--- config.mk ---
export PLATFORM = sky130hd
export DESIGN_NAME = wb_stage_flat
export DESIGN_NICKNAME = d
export VERILOG_FILES = /design/src/rtl/wb_pkg.sv /design/src/rtl/wb_if.sv /design/src/rtl/wb_fifo.sv /design/src/rtl/wb_stage.sv /design/src/flat_wrapper.sv
export SDC_FILE = /design/constraint.sdc
export NUM_CORES = 1
export LEC_CHECK = 0
export BUFFER_PORTS_ARGS = -buffer_cell sky130_fd_sc_hd__buf_2
export CAP_MARGIN = 20
export CORE_AREA = 2 2 154 156
export DETAILED_ROUTE_END_ITERATION = 10
export DIE_AREA = 0 0 156 158
export PLACE_DENSITY = 0.72
export SYNTH_ARGS = -nofsm -noshare
export SYNTH_HDL_FRONTEND = slang
export SYNTH_SLANG_ARGS = --single-unit
export TNS_END_PERCENT = 30
--- constraint.sdc ---
create_clock -name clk -period 4.5 [get_ports clk]
set_input_delay 0.675 -clock clk [delete_from_list [all_inputs] [get_ports clk]]
set_output_delay 0.675 -clock clk [all_outputs]
set_load 0.02 [all_outputs]
--- src/rtl/wb_pkg.sv ---
// Shared types and helpers for the writeback stage: datapath width, load
// opcodes, buffered LSU entry layout and the load legality checks.
package wb_pkg;

  localparam int XLEN = 64;

  typedef enum logic [2:0] {
    LB  = 3'b000,
    LH  = 3'b001,
    LW  = 3'b010,
    LD  = 3'b011,
    LBU = 3'b100,
    LHU = 3'b101,
    LWU = 3'b110
  } load_op_t;

  typedef struct packed {
    logic [4:0]      rdc;
    logic [XLEN-1:0] data;
  } wb_entry_t;

  // funct3[1:0] encodes access size; funct3=111 is rejected separately.
  function automatic logic load_misaligned(input logic [2:0] funct3,
                                           input logic [2:0] addr_lo);
    case (funct3[1:0])
      2'b01:   return addr_lo[0];
      2'b10:   return |addr_lo[1:0];
      2'b11:   return |addr_lo;
      default: return 1'b0;
    endcase
  endfunction

  function automatic logic load_illegal(input logic [2:0] funct3);
    return funct3 == 3'b111;
  endfunction

endpackage

--- src/rtl/wb_if.sv ---
// Bundle of the ALU/LSU result handshakes and the regfile write port seen by
// the writeback stage.
interface wb_if;
  import wb_pkg::*;

  logic            alu_valid;
  logic            alu_ready;
  logic [4:0]      alu_rdc;
  logic [XLEN-1:0] alu_data;
  logic            lsu_valid;
  logic            lsu_ready;
  logic [4:0]      lsu_rdc;
  logic [XLEN-1:0] lsu_data;
  logic [2:0]      lsu_addr_lo;
  logic [2:0]      lsu_funct3;
  logic            RF_W;
  logic [4:0]      rdc;
  logic [XLEN-1:0] rd;
  logic            lsu_err;
  logic            lsu_busy;

  modport slave (
    input  alu_valid, alu_rdc, alu_data,
    input  lsu_valid, lsu_rdc, lsu_data, lsu_addr_lo, lsu_funct3,
    output alu_ready, lsu_ready, RF_W, rdc, rd, lsu_err, lsu_busy
  );

  modport master (
    output alu_valid, alu_rdc, alu_data,
    output lsu_valid, lsu_rdc, lsu_data, lsu_addr_lo, lsu_funct3,
    input  alu_ready, lsu_ready, RF_W, rdc, rd, lsu_err, lsu_busy
  );

endinterface

--- src/rtl/wb_fifo.sv ---
// Small LSU result FIFO with a combinational head; the caller never pushes
// when full nor pops when empty.
module wb_fifo
  import wb_pkg::*;
#(
  parameter int DEPTH = 2
) (
  input  logic                         clk,
  input  logic                         rst,
  input  logic                         push_i,
  input  logic                         pop_i,
  input  wb_entry_t                    wdata_i,
  output wb_entry_t                    head_o,
  output logic [$clog2(DEPTH+1)-1:0]   count_o
);

  localparam int AW = $clog2(DEPTH);
  localparam int CW = $clog2(DEPTH + 1);

  wb_entry_t         mem_q [DEPTH];
  logic [AW-1:0]     wr_ptr_q, wr_ptr_d;
  logic [AW-1:0]     rd_ptr_q, rd_ptr_d;
  logic [CW-1:0]     count_q, count_d;

  always_ff @(posedge clk) begin
    if (push_i) mem_q[wr_ptr_q] <= wdata_i;
  end

  // Power-of-two depth lets the pointers wrap by plain overflow.
  always_comb begin
    wr_ptr_d = wr_ptr_q;
    rd_ptr_d = rd_ptr_q;
    count_d  = count_q;
    if (push_i) wr_ptr_d = wr_ptr_q + 1'b1;
    if (pop_i)  rd_ptr_d = rd_ptr_q + 1'b1;
    case ({push_i, pop_i})
      2'b10:   count_d = count_q + 1'b1;
      2'b01:   count_d = count_q - 1'b1;
      default: count_d = count_q;
    endcase
  end

  always_ff @(posedge clk or posedge rst) begin
    if (rst) begin
      wr_ptr_q <= '0;
      rd_ptr_q <= '0;
      count_q  <= '0;
    end else begin
      wr_ptr_q <= wr_ptr_d;
      rd_ptr_q <= rd_ptr_d;
      count_q  <= count_d;
    end
  end

  assign head_o  = mem_q[rd_ptr_q];
  assign count_o = count_q;

endmodule

--- src/rtl/wb_stage.sv ---
// Writeback stage: extends load data, buffers LSU results and arbitrates
// ALU vs LSU onto the single registered regfile write port.
module wb_stage
  import wb_pkg::*;
#(
  parameter int LSU_DEPTH = 2
) (
  input logic clk,
  input logic rst,
  wb_if.slave bus
);

  localparam int            CW       = $clog2(LSU_DEPTH + 1);
  localparam logic [CW-1:0] FULL_CNT = CW'(LSU_DEPTH);

  logic [CW-1:0]   count;
  wb_entry_t       head, push_entry, grant_entry;
  logic            full, nonempty, legal, lsu_fire, push, pop, grant_valid;
  logic [XLEN-1:0] shifted, ext;
  load_op_t        op;

  logic            rf_w_q, rf_w_d;
  logic [4:0]      rdc_q, rdc_d;
  logic [XLEN-1:0] rd_q, rd_d;
  logic            err_q, err_d;

  assign op      = load_op_t'(bus.lsu_funct3);
  assign shifted = bus.lsu_data >> {bus.lsu_addr_lo, 3'b000};
  assign legal   = !load_illegal(bus.lsu_funct3) &&
                   !load_misaligned(bus.lsu_funct3, bus.lsu_addr_lo);

  always_comb begin
    ext = shifted;
    case (op)
      LB:      ext = {{(XLEN-8){shifted[7]}},   shifted[7:0]};
      LBU:     ext = {{(XLEN-8){1'b0}},         shifted[7:0]};
      LH:      ext = {{(XLEN-16){shifted[15]}}, shifted[15:0]};
      LHU:     ext = {{(XLEN-16){1'b0}},        shifted[15:0]};
      LW:      ext = {{(XLEN-32){shifted[31]}}, shifted[31:0]};
      LWU:     ext = {{(XLEN-32){1'b0}},        shifted[31:0]};
      default: ext = shifted;
    endcase
  end

  assign full     = (count == FULL_CNT);
  assign nonempty = (count != '0);
  assign lsu_fire = bus.lsu_valid && !full;
  assign push     = lsu_fire && legal;
  assign push_entry.rdc  = bus.lsu_rdc;
  assign push_entry.data = ext;

  // A full FIFO steals the port from the ALU so loads cannot starve.
  always_comb begin
    grant_valid = 1'b0;
    grant_entry = '0;
    pop         = 1'b0;
    if (bus.alu_valid && !full) begin
      grant_valid      = 1'b1;
      grant_entry.rdc  = bus.alu_rdc;
      grant_entry.data = bus.alu_data;
    end else if (nonempty) begin
      grant_valid = 1'b1;
      grant_entry = head;
      pop         = 1'b1;
    end
  end

  always_comb begin
    rf_w_d = grant_valid && (grant_entry.rdc != 5'd0);
    rdc_d  = rf_w_d ? grant_entry.rdc  : 5'd0;
    rd_d   = rf_w_d ? grant_entry.data : '0;
    err_d  = lsu_fire && !legal;
  end

  always_ff @(posedge clk or posedge rst) begin
    if (rst) begin
      rf_w_q <= 1'b0;
      rdc_q  <= '0;
      rd_q   <= '0;
      err_q  <= 1'b0;
    end else begin
      rf_w_q <= rf_w_d;
      rdc_q  <= rdc_d;
      rd_q   <= rd_d;
      err_q  <= err_d;
    end
  end

  wb_fifo #(.DEPTH(LSU_DEPTH)) u_fifo (
    .clk     (clk),
    .rst     (rst),
    .push_i  (push),
    .pop_i   (pop),
    .wdata_i (push_entry),
    .head_o  (head),
    .count_o (count)
  );

  assign bus.alu_ready = !full;
  assign bus.lsu_ready = !full;
  assign bus.lsu_busy  = nonempty;
  assign bus.RF_W      = rf_w_q;
  assign bus.rdc       = rdc_q;
  assign bus.rd        = rd_q;
  assign bus.lsu_err   = err_q;

endmodule

--- src/flat_wrapper.sv ---
// flat-port wrapper written by rule: the top's interface ports become plain ports
module wb_stage_flat import wb_pkg::*;
#(
  parameter int LSU_DEPTH = 2
)
  (clk, rst, bus_alu_valid, bus_alu_rdc, bus_alu_data, bus_lsu_valid, bus_lsu_rdc, bus_lsu_data, bus_lsu_addr_lo, bus_lsu_funct3, bus_alu_ready, bus_lsu_ready, bus_RF_W, bus_rdc, bus_rd, bus_lsu_err, bus_lsu_busy);
  wb_if bus_i ();
  input logic clk;
  input logic rst;
  input wire logic [$bits(bus_i.alu_valid)-1:0] bus_alu_valid;
  input wire logic [$bits(bus_i.alu_rdc)-1:0] bus_alu_rdc;
  input wire logic [$bits(bus_i.alu_data)-1:0] bus_alu_data;
  input wire logic [$bits(bus_i.lsu_valid)-1:0] bus_lsu_valid;
  input wire logic [$bits(bus_i.lsu_rdc)-1:0] bus_lsu_rdc;
  input wire logic [$bits(bus_i.lsu_data)-1:0] bus_lsu_data;
  input wire logic [$bits(bus_i.lsu_addr_lo)-1:0] bus_lsu_addr_lo;
  input wire logic [$bits(bus_i.lsu_funct3)-1:0] bus_lsu_funct3;
  output wire logic [$bits(bus_i.alu_ready)-1:0] bus_alu_ready;
  output wire logic [$bits(bus_i.lsu_ready)-1:0] bus_lsu_ready;
  output wire logic [$bits(bus_i.RF_W)-1:0] bus_RF_W;
  output wire logic [$bits(bus_i.rdc)-1:0] bus_rdc;
  output wire logic [$bits(bus_i.rd)-1:0] bus_rd;
  output wire logic [$bits(bus_i.lsu_err)-1:0] bus_lsu_err;
  output wire logic [$bits(bus_i.lsu_busy)-1:0] bus_lsu_busy;
  assign bus_i.alu_valid = bus_alu_valid;
  assign bus_i.alu_rdc = bus_alu_rdc;
  assign bus_i.alu_data = bus_alu_data;
  assign bus_i.lsu_valid = bus_lsu_valid;
  assign bus_i.lsu_rdc = bus_lsu_rdc;
  assign bus_i.lsu_data = bus_lsu_data;
  assign bus_i.lsu_addr_lo = bus_lsu_addr_lo;
  assign bus_i.lsu_funct3 = bus_lsu_funct3;
  assign bus_alu_ready = bus_i.alu_ready;
  assign bus_lsu_ready = bus_i.lsu_ready;
  assign bus_RF_W = bus_i.RF_W;
  assign bus_rdc = bus_i.rdc;
  assign bus_rd = bus_i.rd;
  assign bus_lsu_err = bus_i.lsu_err;
  assign bus_lsu_busy = bus_i.lsu_busy;
  wb_stage #(.LSU_DEPTH(LSU_DEPTH)) u_core (.clk(clk), .rst(rst), .bus(bus_i));
endmodule
==> results of run 1 <==
[worst paths after layout]
| kind | startpoint | endpoint | depth (start not counted) |
|---|---|---|---|
| min reg2reg | u_core.u_fifo.count_o[1]$_DFFE_PP0P_ | u_core.u_fifo.count_o[1]$_DFFE_PP0P_ | 1 |
| max reg2reg | u_core.u_fifo.count_o[0]$_DFFE_PP0P_ | u_core.bus.rd[26]$_DFF_PP0_ | 5 |
| min in group clk | bus_lsu_rdc[4] | u_core.u_fifo.mem_q[0][68]$_DFFE_PP_ | 1 |
| max in group asynchronous | rst | u_core.u_fifo.rd_ptr_q$_DFFE_PP0P_ | 4 |
| min | rst | u_core.bus.rd[42]$_DFF_PP0_ | 2 |
| max | bus_lsu_addr_lo[1] | u_core.u_fifo.mem_q[1][22]$_DFFE_PP_ | 6 |
[Yosys cell counts (all sizes together) (2+ instances only)]
cell type	count
buf	50
mux2i	43
dfrtp	75
nand2b	6
mux2	77
and2	2
o2111ai	16
a22oi	72
o2bb2ai	7
inv	4
clkbuf	18
o21ai	12
nor2b	4
edfxtp	138
a22o	5
xor2	2
nand4	27
a21oi	4
mux4	29
nand2	39
nand3	11
nor4	2
nor3	3
xnor2	3
nor2	73
[registers in the layout, indices dropped and copies added (netlist names)]
signal / count
u_core.bus.RF_W: 1
u_core.bus.lsu_err: 1
u_core.bus.rd: 64
u_core.bus.rdc: 5
u_core.u_fifo.count_o: 2
u_core.u_fifo.mem_q: 138
u_core.u_fifo.rd_ptr_q: 1
u_core.u_fifo.wr_ptr_q: 1
[cell families after synthesis]
kind of cell,synth area share
buf+inv,0.04295
fa+ha+maj,0.001223
xor+xnor,0.004283
mux,0.1907
flops,0.5888
compound gates,0.09238
simple gates,0.07965
[layer usage]
layer  track usage  part of all wire  vias up  wire [microns]
met5             0                 0        -               0
met4       0.05330             0.021        0             564
met3       0.03093             0.083       53            2249
met2        0.3384              0.46      383           12440
met1        0.3161              0.44     3419           11770
li1              -                 -     3225               -
[cell type report]
type                       instances  area, sq um
clock buffer                      35        703.2
clock inverter                     7        62.56
fill                            1919        10840
inverter                           4        16.27
multi-input combinational        449         3805
sequential                       213         6022
tap                              290        362.8
timing repair buffer             236         1241
[per-stage QoR]
| stage | hold slack (ns) | util | power (uW) | TNS (ns) | instances |
|---|---|---|---|---|---|
| after floorplan | 0.4564 | - | 4437 | -64.96 | 734 |
| after global placement | 0.4730 | 0.4954 | 5091 | 0 | 1191 |
| after detailed placement | 0.4778 | 0.4954 | 5127 | 0 | 1191 |
| after CTS | 0.3422 | 0.5286 | 7000 | 0 | 1233 |
| after global routing | 0.01285 | 0.5298 | 7295 | 0 | 1234 |
| final | 0.01979 | 0.5298 | 6956 | 0 | 1234 |
[power by group through the flow]
stage / clock [uW] / sequential, uW / combinational, uW
2_1_floorplan: 0 / 3080 / 1350
3_3_place_gp: 0 / 2720 / 2370
3_5_place_dp: 0 / 2730 / 2400
4_1_cts: 1900 / 2690 / 2410
5_1_grt: 1980 / 2720 / 2590
6_report: 1870 / 2680 / 2400
==> results.toml, run 1 <==
[worst_setup_path]
crit_required_ns = 4.69
arrival_ns = 3.04
crit_slowest_cell = "buf_4"
slowest_delay_ns = 0.54
critPathBufInv = 2
crit_family = "buffers and inverters"
crit_type = "input port to flip-flop"
r2r_setup_slack_ns = 1.97
critical_path_peak_fanout = 45
path_cells = "buf_2 -> mux2i_1 -> nand3_1 -> nand4_1 -> buf_4 -> o2111ai_1"
endpoint_kind = "flip-flop"
startpoint_type = "input port"

[logic_synthesis]
yosysWarnings = 0
synth_flop_cell = "edfxtp_1"
syn_area_sq_um = 10230
syn_inst = 734
synth.distinct_cells = 43
syn-num-nets = 883
synth_top_cell_area_share = 0.4052
syn_avg_cell_area_sq_um = 13.93
yosysTopAreaCell = "edfxtp_1"
async_flop_share = 0.3521
yosys_register_bits = 213
synth-edff-count = 138
seq_area_frac_synth = 0.5888
synth_area_leaders = "edfxtp_1 (41%), dfrtp_1 (18%), mux2_2 (8.5%)"

[power_and_ir_drop]
swShare = 0.3377
p_seq_frac = 0.386
p_clk_frac = 0.269
p_comb_frac = 0.345
power_density_nw_per_um2 = 569.5
power_switching_uw = 2349
internal_power_uw = 4607
irDropWorstVdd_uv = 266.3
p_leak_uw = 0.005108

[grt]
grt_max_degree = 70
overflow = 0
antenna_found_initial = 0
grt_pass1_wl_microns = 40320
track_usage = 0.2149
grt_pass1_vias = 6831

[routing]
first_pass_iters = 5
ant_nets = 0
wire_per_inst_microns = 21.90
drt_wl_total_microns = 27030
drc_errors = 0
drt-initial-drc-count = 836
vias = 7080
vias_per_cell = 5.737

[cells_and_area]
antenna_cells = 0
area_growth_pct = 19.43
fin_area_sq_um = 12210
final_common_cell = "buf_2"
mostFrequentLayoutCells = "buf_2 (220), edfxtp_1 (138), mux2_2 (77), dfrtp_1 (74), a22oi_1 (72)"
drive_above_1_share = 0.4142
final_net_count = 1076

[clock_network]
clk_latency_ns = 0.51
holdBufCountCts = 0
cts.sinks = 213
post_cts.repair.setup_buffers = 0
cts_tree = "yes"
numCtsBuffers = 23
clkTransAtPathRegs_ns = 0.06
cts_resized = 0
cts_root_buf = "clkbuf_16"
htree_levels = 1
clockBufferDepth = 3

[timing]
min_period_ns = 2.849
finalHoldViolations = 0
slew_viol_final = 0
rsz0062_at_grt = "false"
finalSetupViolCount = 0
worstMarginPinSlew_ns = 0.9445
fmax_ghz = 0.3511
skew_ns = 0.01061
fin_ws_ns = 1.651
slew_headroom = 0.3703
fin_crit_sh = 0.6330

[floorplan]
die_area_sq_um = 24650
ioPinCount = 222
initial_core_util = 0.4436
coreArea_sq_um = 23050
die_y_microns = 158
placementRows = 56
chipWidth_microns = 156

[placement]
io_buffers = 221
place.gp.congestion = 0.9299
dp_slack_ns = 1.208
hpwl_microns = 19090
postPlaceCellArea_sq_um = 11420

[run]
maxCapViolations = 0

[hold_path]
worstHoldPathType = "input port to asynchronous set/reset pin"

[outcome]
outcome = "completed"
Power figures use the tool's default switching activity.
==> run 2: changes to the inputs <==
==> constraint.sdc (replaced) <==
create_clock -name clk -period 2.6 [get_ports clk]
set_input_delay 0.39 -clock clk [delete_from_list [all_inputs] [get_ports clk]]
set_output_delay 0.39 -clock clk [all_outputs]
set_load 0.02 [all_outputs]
==> results.toml, run 2 (synthesis gave the netlist of run 1 again) <==
[outcome]
outcome = "completed"

[cells_and_area]
area_growth_pct = 21.55
drive_above_1_share = 0.4259
antenna_cells = 0
fin_area_sq_um = 12430
final_common_cell = "buf_2"
final_net_count = 1098
largest_register = "u_core.u_fifo.mem_q"
mostFrequentLayoutCells = "buf_2 (220), edfxtp_1 (138), mux2_2 (77), dfrtp_1 (74), a22oi_1 (72)"
largest_reg_flops = 138
nFillCells = 1895
layoutNonFillerInstCount = 1255

[grt]
grt_max_degree = 67
overflow = 0
grt_pass1_wl_microns = 41210
track_usage = 0.2214
antenna_found_initial = 0
grt_pass1_vias = 7014

[routing]
wire_per_inst_microns = 22.03
ant_nets = 0
vias = 7235
first_pass_iters = 5
vias_per_cell = 5.765
drc_errors = 0
drt-initial-drc-count = 720
drt_wl_total_microns = 27650

[worst_setup_path]
rr_worst_depth = 4
endpoint_kind = "flip-flop"
r2r_start = "u_core.u_fifo.count_o[0]$_DFFE_PP0P_"
r2r_setup_slack_ns = 0.57
crit_required_ns = 2.79
arrival_ns = 2.22
r2r-end = "u_core.u_fifo.mem_q[0][56]$_DFFE_PP_"
crit_type = "flip-flop to flip-flop"
critical_path_peak_fanout = 22
startpoint_type = "flip-flop"

[clock_network]
numCtsBuffers = 23
htree_levels = 1
clk_latency_ns = 0.51
cts_root_buf = "clkbuf_16"
post_cts.repair.setup_buffers = 0
clockBufferDepth = 3
cts.sinks = 213
clkTransAtPathRegs_ns = 0.06
cts_tree = "yes"

[power_and_ir_drop]
p_leak_uw = 0.005217
power_density_nw_per_um2 = 966.5
irDropWorstVdd_uv = 825.4

[placement]
dpl.cell_count = 1213
hpwl_microns = 19470
postPlaceCellArea_sq_um = 11720
io_buffers = 221
place.gp.congestion = 0.9532

[floorplan]
die_area_sq_um = 24650
coreArea_sq_um = 23050
chipWidth_microns = 156
initial_core_util = 0.4436
die_y_microns = 158
placementRows = 56
ioPinCount = 222

[run]
maxCapViolations = 0

[timing]
worstMarginPinSlew_ns = 0.7437
skew_ns = 0.02369
fin_crit_sh = 0.7813
min_period_ns = 2.031
slew_viol_final = 0
fmax_ghz = 0.4923
setup_tns_ns = 0
rsz0062_at_grt = "false"
hold_slack_ns = 0.06484
finalHoldViolations = 0
slew_headroom = 0.5042
finalSetupViolCount = 0

[hold_path]
min_from = "bus_lsu_rdc[3]"
hold_end = "u_core.u_fifo.mem_q[0][67]$_DFFE_PP_"
holdPathStages = 1
worstHoldPathType = "input port to flip-flop"
-- run 2: cell count changes in the layout (fill, tap and decap cells not counted), sizes merged --
| cell | previous run | this run |
|---|---|---|
| buf | 236 | 257 |
| bufinv | 1 | 0 |
| dlygate4sd3 | 0 | 1 |
| inv | 4 | 3 |
| clkinv | 6 | 8 |
| clkbuf | 35 | 34 |
-- run 2: through the flow --
step,worst slack [ns],total power (uW),utilization
3_3_place_gp,0.3377,8989,0.5083
5_1_grt,0.4563,12620,0.5392
3_5_place_dp,0.2652,9059,0.5083
6_report,0.5685,12010,0.5392
4_1_cts,0.5532,12100,0.5392
2_1_floorplan,-0.1072,7678,-
-- run 2: worst max-delay path: stages (launching register included) --
cell and delay (ns):
dfrtp_1 0.46, nand2b_1 0.21, nand4_1 0.32, nor2_4 0.49, buf_12 0.24
-- run 2: how the worst max path moves through the flow --
| stage | startpoint | to | slack [ns] | depth (start not counted) |
|---|---|---|---|---|
| final | u_core.u_fifo.count_o[0]$_DFFE_PP0P_ | u_core.u_fifo.mem_q[0][56]$_DFFE_PP_ | 0.57 | 4 |
| after CTS | u_core.u_fifo.count_o[0]$_DFFE_PP0P_ | u_core.u_fifo.mem_q[0][51]$_DFFE_PP_ | 0.55 | 4 |
| after global routing | u_core.u_fifo.count_o[0]$_DFFE_PP0P_ | u_core.u_fifo.mem_q[0][57]$_DFFE_PP_ | 0.46 | 4 |
| after floorplan | bus_lsu_addr_lo[1] | u_core.u_fifo.mem_q[0][0]$_DFFE_PP_ | -0.11 | 6 |
| after detailed placement | bus_lsu_addr_lo[1] | u_core.u_fifo.mem_q[0][19]$_DFFE_PP_ | 0.27 | 7 |
| after global placement | bus_lsu_addr_lo[0] | u_core.u_fifo.mem_q[0][50]$_DFFE_PP_ | 0.34 | 6 |
-- run 2: report_power, final --
group | internal (uW) | switching [uW] | total (uW)
registers | 4450 | 206 | 4650
clock network | 1770 | 1270 | 3040
logic | 1690 | 2630 | 4320
-- run 2: what timing repair did --
action,in CTS,in global routing
hold buffers,1,0
gates resized for setup,0,0
hold endpoints to repair,35,0
-- run 2: area by class of cell --
class | count | area, sq um | area share
sequential | 213 | 6022 | 0.4845
inverter | 4 | 16.27 | 0.001309
clock buffer | 34 | 666.9 | 0.05365
timing repair buffer | 258 | 1514 | 0.1218
clock inverter | 7 | 35.03 | 0.002819
multi-input combinational | 449 | 3812 | 0.3067
tap | 290 | 362.8 | 0.02919
-- run 2: routing by layer --
layer / share of wire / vias up / GRT usage
met5: 0 / - / 0
met4: 0.031 / 0 / 0.07776
li1: - / 3269 / -
met1: 0.42 / 3530 / 0.3098
met2: 0.47 / 393 / 0.3544
met3: 0.076 / 43 / 0.03367
